File: src/rtl/sdf_stage_ctrl_if.sv
// Handshake and sample bus between an SDF stage controller and its neighbours.
// The slave modport is the controller side.
interface sdf_stage_ctrl_if #(
   parameter int unsigned DW    = 17,
   parameter int unsigned N_LOG = 5
);
   logic                   valid_i;
   logic                   ready_o;
   logic signed [DW-1:0]   data_in_r;
   logic signed [DW-1:0]   data_in_i;
   logic signed [DW-1:0]   data_out_r;
   logic signed [DW-1:0]   data_out_i;
   logic [1:0]             state;
   logic                   sr_en;
   logic [N_LOG-2:0]       tw_idx;
   logic                   valid_o;

   modport slave (
      input  valid_i, data_in_r, data_in_i,
      output ready_o, data_out_r, data_out_i, state, sr_en, tw_idx, valid_o
   );

   modport master (
      output valid_i, data_in_r, data_in_i,
      input  ready_o, data_out_r, data_out_i, state, sr_en, tw_idx, valid_o
   );
endinterface

File: src/rtl/sdf_stage_ctrl.sv
// Control unit for one radix-2 SDF butterfly stage with delay D = 2**LOG_D.
// Outputs are registered together with the accepted sample they describe.
module sdf_stage_ctrl #(
   parameter int unsigned DW    = 17,
   parameter int unsigned N_LOG = 5,
   parameter int unsigned LOG_D = 0
) (
   input logic             clk,
   input logic             rst,
   sdf_stage_ctrl_if.slave bus
);

   typedef enum logic [1:0] {
      StIdle  = 2'b00,
      StFill  = 2'b01,
      StBfly  = 2'b10,
      StFlush = 2'b11
   } state_e;

   localparam logic [N_LOG-1:0] DCnt     = N_LOG'(2 ** LOG_D);
   localparam logic [N_LOG-1:0] DMask    = N_LOG'(2 ** LOG_D - 1);
   localparam int unsigned      TwShift  = N_LOG - 1 - LOG_D;

   state_e               state_q, state_d;
   logic [N_LOG-1:0]     idx_q, idx_d;
   logic [N_LOG-1:0]     cnt_q, cnt_d;
   logic                 done_q, done_d;
   logic signed [DW-1:0] dr_q, dr_d;
   logic signed [DW-1:0] di_q, di_d;
   logic                 sr_en_q, sr_en_d;
   logic                 valid_q, valid_d;
   logic [N_LOG-2:0]     tw_q, tw_d;
   logic [N_LOG-2:0]     tw_bfly;
   logic                 ready;
   logic                 accept;

   assign ready   = (state_q != StFlush);
   assign accept  = bus.valid_i && ready;
   // Mask keeps the value below 2**(N_LOG-1), so the narrowing cast drops only a zero bit.
   assign tw_bfly = (N_LOG-1)'(idx_q & DMask) << TwShift;

   always_comb begin
      state_d = state_q;
      idx_d   = idx_q;
      cnt_d   = cnt_q;
      done_d  = done_q;
      dr_d    = dr_q;
      di_d    = di_q;
      tw_d    = tw_q;
      sr_en_d = 1'b0;
      valid_d = 1'b0;
      unique case (state_q)
         StIdle, StFill, StBfly: begin
            if (accept) begin
               dr_d    = bus.data_in_r;
               di_d    = bus.data_in_i;
               idx_d   = idx_q + N_LOG'(1);
               sr_en_d = 1'b1;
               if (idx_q[LOG_D]) begin
                  state_d = StBfly;
                  valid_d = 1'b1;
                  tw_d    = tw_bfly;
                  done_d  = 1'b1;
               end else begin
                  state_d = StFill;
                  valid_d = done_q;
                  tw_d    = '0;
               end
            end else if (state_q != StIdle && idx_q == '0) begin
               // Frame boundary with no follow-on sample: drain the delay line.
               state_d = StFlush;
               cnt_d   = N_LOG'(1);
               sr_en_d = 1'b1;
               valid_d = 1'b1;
               tw_d    = '0;
            end
         end
         StFlush: begin
            tw_d = '0;
            if (cnt_q == DCnt) begin
               state_d = StIdle;
               cnt_d   = '0;
               done_d  = 1'b0;
            end else begin
               cnt_d   = cnt_q + N_LOG'(1);
               sr_en_d = 1'b1;
               valid_d = 1'b1;
            end
         end
      endcase
   end

   always_ff @(posedge clk) begin
      if (rst) begin
         state_q <= StIdle;
         idx_q   <= '0;
         cnt_q   <= '0;
         done_q  <= 1'b0;
         dr_q    <= '0;
         di_q    <= '0;
         sr_en_q <= 1'b0;
         valid_q <= 1'b0;
         tw_q    <= '0;
      end else begin
         state_q <= state_d;
         idx_q   <= idx_d;
         cnt_q   <= cnt_d;
         done_q  <= done_d;
         dr_q    <= dr_d;
         di_q    <= di_d;
         sr_en_q <= sr_en_d;
         valid_q <= valid_d;
         tw_q    <= tw_d;
      end
   end

   assign bus.ready_o    = ready;
   assign bus.data_out_r = dr_q;
   assign bus.data_out_i = di_q;
   assign bus.state      = state_q;
   assign bus.sr_en      = sr_en_q;
   assign bus.tw_idx     = tw_q;
   assign bus.valid_o    = valid_q;

endmodule

File: src/flat_wrapper.sv
// flat-port wrapper written by rule: the top's interface ports become plain ports
module sdf_stage_ctrl_flat 
#(
   parameter int unsigned DW    = 17,
   parameter int unsigned N_LOG = 5,
   parameter int unsigned LOG_D = 0
)
  (clk, rst, bus_valid_i, bus_data_in_r, bus_data_in_i, bus_ready_o, bus_data_out_r, bus_data_out_i, bus_state, bus_sr_en, bus_tw_idx, bus_valid_o);
  sdf_stage_ctrl_if #(.DW(DW), .N_LOG(N_LOG)) bus_i ();
  input logic clk;
  input logic rst;
  input wire logic [$bits(bus_i.valid_i)-1:0] bus_valid_i;
  input wire logic [$bits(bus_i.data_in_r)-1:0] bus_data_in_r;
  input wire logic [$bits(bus_i.data_in_i)-1:0] bus_data_in_i;
  output wire logic [$bits(bus_i.ready_o)-1:0] bus_ready_o;
  output wire logic [$bits(bus_i.data_out_r)-1:0] bus_data_out_r;
  output wire logic [$bits(bus_i.data_out_i)-1:0] bus_data_out_i;
  output wire logic [$bits(bus_i.state)-1:0] bus_state;
  output wire logic [$bits(bus_i.sr_en)-1:0] bus_sr_en;
  output wire logic [$bits(bus_i.tw_idx)-1:0] bus_tw_idx;
  output wire logic [$bits(bus_i.valid_o)-1:0] bus_valid_o;
  assign bus_i.valid_i = bus_valid_i;
  assign bus_i.data_in_r = bus_data_in_r;
  assign bus_i.data_in_i = bus_data_in_i;
  assign bus_ready_o = bus_i.ready_o;
  assign bus_data_out_r = bus_i.data_out_r;
  assign bus_data_out_i = bus_i.data_out_i;
  assign bus_state = bus_i.state;
  assign bus_sr_en = bus_i.sr_en;
  assign bus_tw_idx = bus_i.tw_idx;
  assign bus_valid_o = bus_i.valid_o;
  sdf_stage_ctrl #(.DW(DW), .N_LOG(N_LOG), .LOG_D(LOG_D)) u_core (.clk(clk), .rst(rst), .bus(bus_i));
endmodule
File: config.mk
export PLATFORM = sky130hd
export DESIGN_NAME = sdf_stage_ctrl_flat
export DESIGN_NICKNAME = d
export VERILOG_FILES = /design/src/rtl/sdf_stage_ctrl_if.sv /design/src/rtl/sdf_stage_ctrl.sv /design/src/flat_wrapper.sv
export SDC_FILE = /design/constraint.sdc
export NUM_CORES = 1
export LEC_CHECK = 0
export ABC_AREA = 0
export CAP_MARGIN = 15
export CORE_ASPECT_RATIO = 1.1
export CORE_UTILIZATION = 35
export CTS_CLUSTER_SIZE = 40
export DETAILED_ROUTE_END_ITERATION = 10
export GPL_ROUTABILITY_DRIVEN = 0
export MAX_ROUTING_LAYER = met4
export PLACE_DENSITY = 0.67
export SYNTH_ARGS = -nofsm -noshare
export SYNTH_HDL_FRONTEND = slang
export SYNTH_SLANG_ARGS = --single-unit
File: constraint.sdc
create_clock -name clk -period 3.5 [get_ports clk]
set_clock_uncertainty 0.15 [all_clocks]
set_input_delay 0.7 -clock clk [delete_from_list [all_inputs] [get_ports clk]]
set_output_delay 0.7 -clock clk [all_outputs]
set_load 0.01 [all_outputs]
* Yosys cells after proc, flatten, opt, wreduce, memory -nomap -nowiden
Index checks and enable logic that the tools add are counted.
** Storage, ports and cells
- Input port bits :: 37
- Logic and storage cells :: 53
- Register bits after elaboration :: 53
- Output and inout port bits :: 43
** Cells by class
- Reduce and logical (&&, ||, !) cells :: 10
- Eq/ne operators :: 10
- Multiplexer cells :: 22
- Add/sub/neg operators :: 2
** Operators by type and width (count)
- $mux W5 :: 3
- $add A5 B1 Y5 const B :: 2
- $pmux W5 S2 :: 1
- $mux W2 :: 4
- $mux W4 :: 2
- $pmux W4 S2 :: 1
- $reduce_and A2 Y1 :: 4
- $mux W1 :: 7
- $ne A2 B1 Y1 const B :: 3
- $pmux W1 S2 :: 3
- $eq A5 B1 Y1 const B :: 1
- $logic_not A5 Y1 :: 1
- $eq A2 B2 Y1 const B :: 2
- $ne A2 B2 Y1 const B :: 2
- $pmux W2 S2 :: 1
- $ne A3 B1 Y1 const B :: 1
- $reduce_or A3 Y1 :: 1
- $eq A2 B1 Y1 const B :: 1
- $logic_and A1 B1 Y1 :: 2
- $logic_not A2 Y1 :: 1
- $reduce_bool A2 Y1 :: 1

* Logic depth before layout (Yosys ltp)
- Depth in word-level cells :: 5
- Gate-level depth with buffers :: 6
- Gate-level depth less buffers :: 5

* Worst setup path after synthesis
Ideal clock, no wire load.
- Path kind :: input-to-reg
- Start point :: input rst
- End point :: register u_core.di_q[0] (netlist: u_core.bus.data_out_i[0])
- Path slack :: 1.639 ns
- Setup time :: 0.132 ns
- Arrival time :: 1.579 ns
- Buffers on the path :: 3
- Stages :: 4
- Required time :: 3.218 ns
- Cell sequence :: clkbuf_1 buf_1 clkbuf_1 a21oi_1
** RTL lines
- start, declared :: line flat_wrapper.sv:11 : input logic rst;
- end signal, assigned :: line sdf_stage_ctrl.sv:110 : di_q <= di_d;
- end, declared :: line sdf_stage_ctrl.sv:29 : logic signed [DW-1:0] di_q, di_d;
No word-level cell between the ends.

* Final worst setup path
- Start point :: register u_core.state_q[0] (netlist: u_core.bus.state[0])
- End point :: output bus_ready_o
** On the way
- Word-level cells in the longest chain between the ends :: 1
** RTL lines
- start, declared :: line sdf_stage_ctrl.sv:24 : state_e state_q, state_d;
- start signal, assigned :: line sdf_stage_ctrl.sv:95 : state_q <= StIdle;
- start signal, assigned :: line sdf_stage_ctrl.sv:105 : state_q <= state_d;
- $ne A2 B2 Y1 :: line sdf_stage_ctrl.sv:37 : assign ready = (state_q != StFlush);
- end, declared :: line flat_wrapper.sv:15 : output wire logic [$bits(bus_i.ready_o)-1:0] bus_ready_o;
No other way between the ends.

==> results.sh <==
export IMPL_status="finished clean"
export IMPL_ys_seq_elements=49
export IMPL_clockBufferDepth=2
export IMPL_gr_total_overflow=0
export IMPL_multi_input_area_sq_um=887.1
export IMPL_num_antenna_cells=0
export IMPL_dr_total_vias=1746
export IMPL_layout_common_cells="clkdlybuf4s50_1, nand2_1, dfxtp_1"
export IMPL_final_common_cell="clkdlybuf4s50_1"
export IMPL_first_global_vias=1659
export IMPL_htreeDepth=2
export IMPL_yosysSeqAreaShare=0.5013
export IMPL_grt_max_degree=44
export IMPL_ant_nets=0
export IMPL_grt_setup_unrepaired="no"
export IMPL_critPathArrivalTime_ns=1.64
export IMPL_dr_pass1_iters=4
export IMPL_power_leakage_nw=1.115
export IMPL_wl_per_cell_microns=11.83
export IMPL_hold_buffers=0
export IMPL_wl_met2_microns=2114
export IMPL_slew_headroom=0.5157
export IMPL_pwr_share_clk=0.353
export IMPL_comb_power_share=0.169
export IMPL_cts_setup_buffers=0
export IMPL_synthAdderAreaFrac=0.02558
export IMPL_rows=28
export IMPL_crit_path_end_kind="primary output"
export IMPL_fin_crit_sh=0.7125
export IMPL_wl_met3_microns=292
export IMPL_numCtsBuffers=5
export IMPL_cap_violations=0
export IMPL_async_reset_ff_frac=0
export IMPL_vias_per_cell=4.607
export IMPL_die_y_microns=80.42
export IMPL_design_area_sq_um=2877
export IMPL_setup_tns_ns=0
export IMPL_critical_path_class="reg2out"
export IMPL_synth_xor_area_frac=0.004476
export IMPL_p_seq_frac=0.478
export IMPL_place_area_sq_um=2743
export IMPL_postSynthAreaPerCell_sq_um=8.327
export IMPL_register_area_sq_um=980.9
export IMPL_start_util=0.3627
export IMPL_power_density_nw_per_um2=451.9
export IMPL_core_sq_um=5395
export IMPL_drc=0
export IMPL_die_area_sq_um=5894
export IMPL_yosys_area_share_simple=0.2116
export IMPL_synth_compound_area_frac=0.1867
export IMPL_synth_top_family_by_area="simple AND/OR/NAND/NOR gates"
export IMPL_die_w_microns=73.30
export IMPL_highest_layer="met4"
export IMPL_ios=80
export IMPL_cts_tree="yes"
export IMPL_p_switching_mw=0.3019
export IMPL_cts_resized=0
export IMPL_clock_sinks=49
export IMPL_clk_pin_slew_ns=0.09
export IMPL_p_int_mw=0.9981
export IMPL_hold_violations=0
export IMPL_worstMarginPinSlew_ns=0.7265
export IMPL_synthMuxAreaShare=0.01151
export IMPL_ir_drop_uv=197.0
export IMPL_synthesis_area_sq_um=1957
export IMPL_slew_violations=0
export IMPL_ys_warn_count=0
export IMPL_clk_latency_ns=0.29
export IMPL_grtUsageTotal=0.1650
export IMPL_io_buffers=75
export IMPL_fin_hold_ws_ns=0.3040
export IMPL_drtIter0Drc=111
export IMPL_area_growth_pct=46.99
export IMPL_layout_drive_gt1_share=0.06908
export IMPL_synth_ff_type="dfxtp_1"
export IMPL_yosysUniqueCellTypes=38
export IMPL_worstPathMaxFanout=12
export IMPL_max_freq_mhz=401.0
export IMPL_nNetsFinal=344
export IMPL_setup_violations=0
export IMPL_antenna_found_initial=0
export IMPL_p_sw_frac=0.2322
export IMPL_dp_hpwl_microns=3104
export IMPL_hp_class="reg2reg"
export IMPL_cts_root_buffer="clkbuf_8"
export IMPL_met1_length_microns=2027
export IMPL_grt_pass1_wl_microns=7376
export IMPL_cp_required_ns=2.65
export IMPL_critPathLaunchType="flip-flop"
export IMPL_drt_wl_total_microns=4485
export IMPL_netlist_instances=235
export IMPL_synth_edff_count=0
export IMPL_fillers=547
export IMPL_finalCriticalPeriod_ns=2.494
[stage by stage]
step | util | worst slack, ns | power, mW | cells
6_report | 0.5332 | 1.006 | 1.300 | 379
5_1_grt | 0.5332 | 0.8658 | 1.370 | 379
4_1_cts | 0.5332 | 0.9887 | 1.321 | 379
3_5_place_dp | 0.5083 | 0.8465 | 0.8563 | 371
3_3_place_gp | 0.5083 | 0.8867 | 0.8538 | 371
2_1_floorplan | - | 1.639 | 0.7361 | 238
[sequential cells by signal, indices dropped and copies added (netlist names)]
register	cells
u_core.bus.valid_o	1
u_core.idx_q	5
u_core.done_q	1
u_core.bus.sr_en	1
u_core.bus.state	2
u_core.cnt_q	5
u_core.bus.data_out_r	17
u_core.bus.data_out_i	17
[worst paths after layout]
path / start / endpoint / slack [ns] / cells after the start
worst max-delay path: u_core.bus.state[0] / bus_ready_o / 1.01 / 2
worst min-delay path: u_core.bus.data_out_r[5] / u_core.bus.data_out_r[5] / 0.30 / 2
worst max register to register: u_core.idx_q[0] / u_core.cnt_q[4] / 1.59 / 5
worst min register to register: u_core.bus.data_out_r[5] / u_core.bus.data_out_r[5] / 0.30 / 2
[layout make-up]
class,count,area share
inverter,4,0.005220
multi-input combinational,166,0.3084
timing repair buffer,77,0.2662
clock buffer,5,0.02392
sequential,49,0.3410
clock inverter,3,0.02262
tap,75,0.03262
[power by group through the flow]
stage / Clock [mW] / Sequential [mW] / Combinational, mW
after floorplan: 0 / 0.638 / 0.0981
after global routing: 0.500 / 0.627 / 0.243
after detailed placement: 0 / 0.634 / 0.222
final: 0.459 / 0.621 / 0.220
after global placement: 0 / 0.633 / 0.220
after CTS: 0.477 / 0.621 / 0.223
[routing by layer]
layer,global-route usage,vias up
met5,-,-
met4,0.05385,0
met3,0.04768,7
met2,0.2769,51
met1,0.1887,773
li1,-,915
[critical path, cell delays in order, from the launching register on]
cell and delay (ns):
dfxtp_1 0.60, nand2_1 0.22, clkdlybuf4s50_1 0.53
[logic make-up after synthesis]
| group | after synthesis |
|---|---|
| flip-flops | 49 |
| multiplexers | 2 |
| AO/OA/AOI/OAI | 61 |
| adder cells (fa/ha/maj) | 4 |
| AND/OR/NAND/NOR | 94 |
| other | 1 |
| buffers and inverters | 23 |
| XOR/XNOR | 1 |
[cells in the mapped netlist, types with 2 or more instances]
cell | instances | share of area
mux2_2 | 2 | 0.012
inv_1 | 4 | 0.0077
nand4_1 | 2 | 0.0064
nand2_1 | 73 | 0.14
buf_4 | 4 | 0.015
nand3_1 | 3 | 0.0077
o21bai_1 | 2 | 0.0077
o211a_1 | 3 | 0.015
buf_2 | 8 | 0.020
nor2b_1 | 2 | 0.0064
buf_1 | 3 | 0.0058
ha_1 | 4 | 0.026
nand2b_1 | 3 | 0.0096
o2bb2ai_1 | 2 | 0.0090
dfxtp_1 | 49 | 0.50
nor2_1 | 4 | 0.0077
clkbuf_1 | 4 | 0.0077
a21oi_1 | 40 | 0.10
o21ai_0 | 4 | 0.010
Power figures use the tool's default switching activity.
==> RTL change 1 (config.mk and constraints unchanged) <==
`dr_q`, `di_q` and `tw_q` no longer have a reset.
--- a/src/rtl/sdf_stage_ctrl.sv
+++ b/src/rtl/sdf_stage_ctrl.sv
@@ -96,22 +96,22 @@
          idx_q   <= '0;
          cnt_q   <= '0;
          done_q  <= 1'b0;
-         dr_q    <= '0;
-         di_q    <= '0;
          sr_en_q <= 1'b0;
          valid_q <= 1'b0;
-         tw_q    <= '0;
       end else begin
          state_q <= state_d;
          idx_q   <= idx_d;
          cnt_q   <= cnt_d;
          done_q  <= done_d;
-         dr_q    <= dr_d;
-         di_q    <= di_d;
          sr_en_q <= sr_en_d;
          valid_q <= valid_d;
-         tw_q    <= tw_d;
       end
+   end
+
+   always_ff @(posedge clk) begin
+      dr_q <= dr_d;
+      di_q <= di_d;
+      tw_q <= tw_d;
    end
 
    assign bus.ready_o    = ready;
Behaviour: not the same (a bounded check fails within 4 cycles, from zero or initial values and one cycle with rst high).
==> RTL change 1 against the original RTL <==
The flow now finishes with violations (DRC). Sequential cell count stayed put. Sequential power is 9.2% higher. First-iteration DRC count is 2.7% lower. Synthesized area shrank 6.7%. Total power fell by 8.8%. Design area shrank 5.5%. Worst setup slack better by 100 ps. Critical path type is now input port to flip-flop. Combinational power down 16%. Routed wire length down 19%.
==> RTL change 1: results (changes against the original RTL) <==
| Metric | Value |
|---|---|
| Area contributors post-synth | `edfxtp_1 (56%), dfxtp_1 (16%), buf_4 (2.9%)` |
| Critical-path top delay cell | `clkdlybuf4s50_1` |
| Number of vias per cell | `4.69 (+1.9%)` |
| Share of cells above drive strength 1 | `6.76% (-0.14 points)` |
| Initial DRC Count | `108 (-2.7%)` |
| Worst vdd ir | `153 µV (-23%)` |
| Post-synthesis sequential area ratio | `72.4% (+22 points)` |
| Largest net degree at the start of global routing | `19 (-57%)` |
| CP max stage delay | `680 ps (+80 ps)` |
| Fillers | `431 (-21%)` |
| Synth top cells by count | `edfxtp_1 (34), dfxtp_1 (15), nor2_1 (13)` |
| Post-synth EDFFs | `34 (+34)` |
| Worst Tran Pin Value | `656 ps (-70.3 ps)` |
| DRT Pass-1 Iters | `7 (+3)` |
| DRC | `26 (+26)` |
| Cells after Synth | `126 (-46%)` |
| Switching Share | `23.4% (+0.20 points)` |
| Wire length on met1 | `1650 µm (-19%)` |
| Routed WL per cell | `13.7 µm (+16%)` |
| Number of global-route vias before repair | `1173 (-29%)` |
| CP Max Fanout | `18 (+6)` |
| Status | `finished with violations` |
| Leak | `0.977 nW (-12%)` |
| HPWL Detailed | `2700 µm (-13%)` |
| DP Cell Count | `257 (-31%)` |
| Global-route wire length before repair | `5580 µm (-24%)` |
| Final nets | `247 (-28%)` |
| All-Layer GR Usage | `13.7% (-2.8 points)` |
| Met3 WL | `409 µm (+40%)` |
| Failing checks | `DRC` |
| Clock group power | `0.323 mW (-30%)` |
| Worst EP arrival | `2430 ps (+790 ps)` |
| Clk network pwr share | `27.2% (-8.1 points)` |
| Met2 WL | `1530 µm (-27%)` |
## RTL change 1: cell types whose count changed in the layout (fill, tap and decap cells not counted), sizes merged, moves of 3 or more
cell | unedited run | this run
o211a | 3 | 0
nor2 | 4 | 13
a21oi | 40 | 5
inv | 4 | 7
xor2 | 1 | 4
edfxtp | 0 | 34
dfxtp | 49 | 15
nand2 | 73 | 7
nand2b | 3 | 0
## RTL change 1: final timing paths
path | startpoint | to | slack, ps | cells after the start
worst max-delay path | bus_valid_i | u_core.idx_q[4]$_SDFFE_PP0P_ | 1110 | 6
worst min-delay path | u_core.done_q$_SDFFE_PP0P_ | u_core.done_q$_SDFFE_PP0P_ | 350 | 2
worst max register to register | u_core.idx_q[0]$_SDFFE_PP0P_ | u_core.cnt_q[4]$_SDFFE_PP0P_ | 1540 | 6
worst min register to register | u_core.done_q$_SDFFE_PP0P_ | u_core.done_q$_SDFFE_PP0P_ | 350 | 2
## RTL change 1: worst max-delay path, delay by kind of cell
kind	cells	cell delay [ps]
AOI/OAI and AO/OA	1	390
buffers and inverters	2	1000
xor gates and xnor gates	1	140
and+or+nand+nor	2	190
## RTL change 1: area by class of cell
class	count	area, µm²	area share [%]
sequential	49	1320	48.6
timing repair buffer	77	766	28.2
multi-input combinational	66	444	16.3
clock buffer	6	72.6	2.67
tap	58	72.6	2.67
inverter	7	26.3	0.967
clock inverter	2	15.0	0.552
## RTL change 1: cell families after synthesis
kind of cell	after synthesis	share of synthesized area, %
compound gates	19	8.29
xor+xnor	5	2.40
fa+ha+maj	5	3.29
buf+inv	14	4.32
flops	49	72.4
other cells	1	0.205
simple gates	33	9.12
## RTL change 1: routing by layer
layer,track usage [%],vias up
met4,4.20,0
met1,17.7,574
met5,-,-
li1,-,602
met2,20.5,64
met3,4.55,4
==> RTL change 2 (same settings) <==
Without the edit above. `DW` is set to 17 in 3 places; all go to 34.
--- a/src/rtl/sdf_stage_ctrl_if.sv
+++ b/src/rtl/sdf_stage_ctrl_if.sv
@@ -1,7 +1,7 @@
 // Handshake and sample bus between an SDF stage controller and its neighbours.
 // The slave modport is the controller side.
 interface sdf_stage_ctrl_if #(
-   parameter int unsigned DW    = 17,
+   parameter int unsigned DW    = 34,
    parameter int unsigned N_LOG = 5
 );
    logic                   valid_i;
--- a/src/rtl/sdf_stage_ctrl.sv
+++ b/src/rtl/sdf_stage_ctrl.sv
@@ -1,7 +1,7 @@
 // Control unit for one radix-2 SDF butterfly stage with delay D = 2**LOG_D.
 // Outputs are registered together with the accepted sample they describe.
 module sdf_stage_ctrl #(
-   parameter int unsigned DW    = 17,
+   parameter int unsigned DW    = 34,
    parameter int unsigned N_LOG = 5,
    parameter int unsigned LOG_D = 0
 ) (
--- a/src/flat_wrapper.sv
+++ b/src/flat_wrapper.sv
@@ -1,7 +1,7 @@
 // flat-port wrapper written by rule: the top's interface ports become plain ports
 module sdf_stage_ctrl_flat 
 #(
-   parameter int unsigned DW    = 17,
+   parameter int unsigned DW    = 34,
    parameter int unsigned N_LOG = 5,
    parameter int unsigned LOG_D = 0
 )
Ports: changed (resized bus_data_in_i, bus_data_in_r, bus_data_out_i and bus_data_out_r); port bits go from 80 to 148. The function was not compared with the original's and may differ.
==> RTL change 2 against the original RTL <==
Count of clock-buffer cells in the layout increased by 4. Fmax increased by 2.0%. Design area increased by 66%. Synthesized area increased by 57%. Non-clock buffer count increased by 71. Total power increased by 66%. Combinational power increased by 65%. Sequential cell count increased by 34. Routed wire length increased by 71%. Register-to-register slack got worse by 130 ps. Critical path depth unchanged. Worst setup slack improved by 48 ps. Worst hold slack improved by 1.2 ps.
==> RTL change 2: results (changes against the original RTL) <==
| Metric | Value |
|---|---|
| CP Max Fanout | `8 (-4)` |
| TritonCTS Buffers | `9 (+4)` |
| Async set or reset register ratio after synthesis | `0% (unchanged)` |
| Post-synthesis sequential area ratio | `54.2% (+4.1 points)` |
| # diodes | `0 (unchanged)` |
| Tmin final | `2450 ps (-47.8 ps)` |
| Final nets | `590 (+72%)` |
| Root Driver | `clkbuf_8` |
| HPWL Detailed | `5420 µm (+75%)` |
| Post-CTS resize count | `0 (unchanged)` |
| Worst reg2reg setup slack | `1460 ps (-130 ps)` |
| Share of cells above drive strength 1 | `5.38% (-1.5 points)` |
| CP Capture Point | `bus_ready_o` |
| Clock transition at the registers of the reported paths | `80 ps` |
| Worst EP arrival | `1600 ps (-40 ps)` |
| Beginning of the critical path | `u_core.bus.state[1]$_SDFFE_PP0P_` |
| Fillers | `777 (+42%)` |
| All-Layer GR Usage | `17.5% (+1.0 points)` |
| CTS Buffer Depth | `2 (unchanged)` |
| DRT Pass-1 Iters | `4 (unchanged)` |
| Port Buffer Count | `143 (+91%)` |
| R2R cell count | `5 (unchanged)` |
| Place WS | `776 ps (-70.5 ps)` |
| Worst Hold Class | `flip-flop to flip-flop` |
| HP Start | `u_core.bus.data_out_r[2]$_SDFFE_PP0P_` |
| Worst vdd ir | `235 µV (+19%)` |
| Initial antenna violation count | `0 (unchanged)` |
| Initial DRC Count | `79 (-29%)` |
| Ys flop type | `dfxtp_1` |
| Number of global-route vias before repair | `2808 (+69%)` |
| Routed WL per cell | `12.2 µm (+2.7%)` |
| Status | `completed` |
| H-tree levels | `3 (+1)` |
| Synth top cells by count | `nand2_1 (144), dfxtp_1 (83), a21oi_1 (76), buf_2 (13)` |
| Setup Buffers After CTS | `0 (unchanged)` |
| Global-route wire length before repair | `12500 µm (+70%)` |
| Area contributors post-synth | `dfxtp_1 (54%), nand2_1 (18%), a21oi_1 (12%)` |
| Synth warn | `0 (unchanged)` |
| Largest net degree at the start of global routing | `53 (+20%)` |
| Clock Latency Late Sink | `350 ps (+60 ps)` |
| Vias post-DR | `2893 (+66%)` |
| Worst Tran Pin Value | `953 ps (+227 ps)` |
| Total grt overflow | `0 (unchanged)` |
| Leak | `1.81 nW (+62%)` |
| Netlist cell types | `30 (-21%)` |
| R2R Path End | `u_core.bus.data_out_i[8]$_SDFFE_PP0P_` |
-- RTL change 2: how the worst min path moves through the flow --
stage                                             end  slack, ps  cells after the start
2_1_floorplan              u_core.done_q$_SDFFE_PP0P_        280                      2
3_3_place_gp   u_core.bus.data_out_i[25]$_SDFFE_PP0P_        290                      2
3_5_place_dp    u_core.bus.data_out_r[2]$_SDFFE_PP0P_        300                      2
4_1_cts         u_core.bus.data_out_r[2]$_SDFFE_PP0P_        310                      2
5_1_grt         u_core.bus.data_out_r[7]$_SDFFE_PP0P_        320                      2
6_report        u_core.bus.data_out_r[2]$_SDFFE_PP0P_        310                      2
-- RTL change 2: cell families after synthesis --
kind of cell	synth area share, %
and+or+nand+nor	21.9
adders and majority gates	1.96
AOI/OAI and AO/OA	15.1
xor gates and xnor gates	1.43
buffers and inverters	5.31
DFF	54.2
other	0.122
-- RTL change 2: area by class of cell --
cell class / instances / area (µm²) / share of cell area [%]
sequential: 83 / 1660 / 34.7
timing repair buffer: 148 / 1480 / 30.9
multi-input combinational: 268 / 1260 / 26.4
tap: 111 / 139 / 2.90
clock buffer: 9 / 124 / 2.59
clock inverter: 7 / 100 / 2.09
inverter: 5 / 18.8 / 0.392
-- RTL change 2: metal layers --
metal	vias up	track usage (%)	share of wire, %	wire length, µm
met5	-	-	0	0
met4	0	6.59	1.5	118
met3	10	3.94	6.6	510
met2	91	29.7	47	3620
met1	1295	20.4	45	3420
li1	1497	-	-	-
-- RTL change 2: per-stage QoR --
stage / std cells / utilization [%] / instance area, µm² / power (mW)
finish: 631 / 56.6 / 4780 / 2.16
floorplan: 384 / - / 3080 / 1.21
CTS: 631 / 56.6 / 4780 / 2.19
global route: 631 / 56.6 / 4780 / 2.27
global placement: 615 / 54.0 / 4560 / 1.42
detailed placement: 615 / 54.0 / 4560 / 1.43
-- RTL change 2: report_power, final --
part,switching [mW],internal (mW),total [mW],leakage [nW]
clock,0.356,0.406,0.763,0.102
sequential,0.0365,1.00,1.04,0.683
combinational,0.156,0.206,0.362,1.02
total,0.549,1.61,2.16,1.81
-- RTL change 2: worst max-delay path: stages, from the launching register on --
cell and delay (ps):
dfxtp_1 550, nand2_2 170, clkdlybuf4s50_1 530
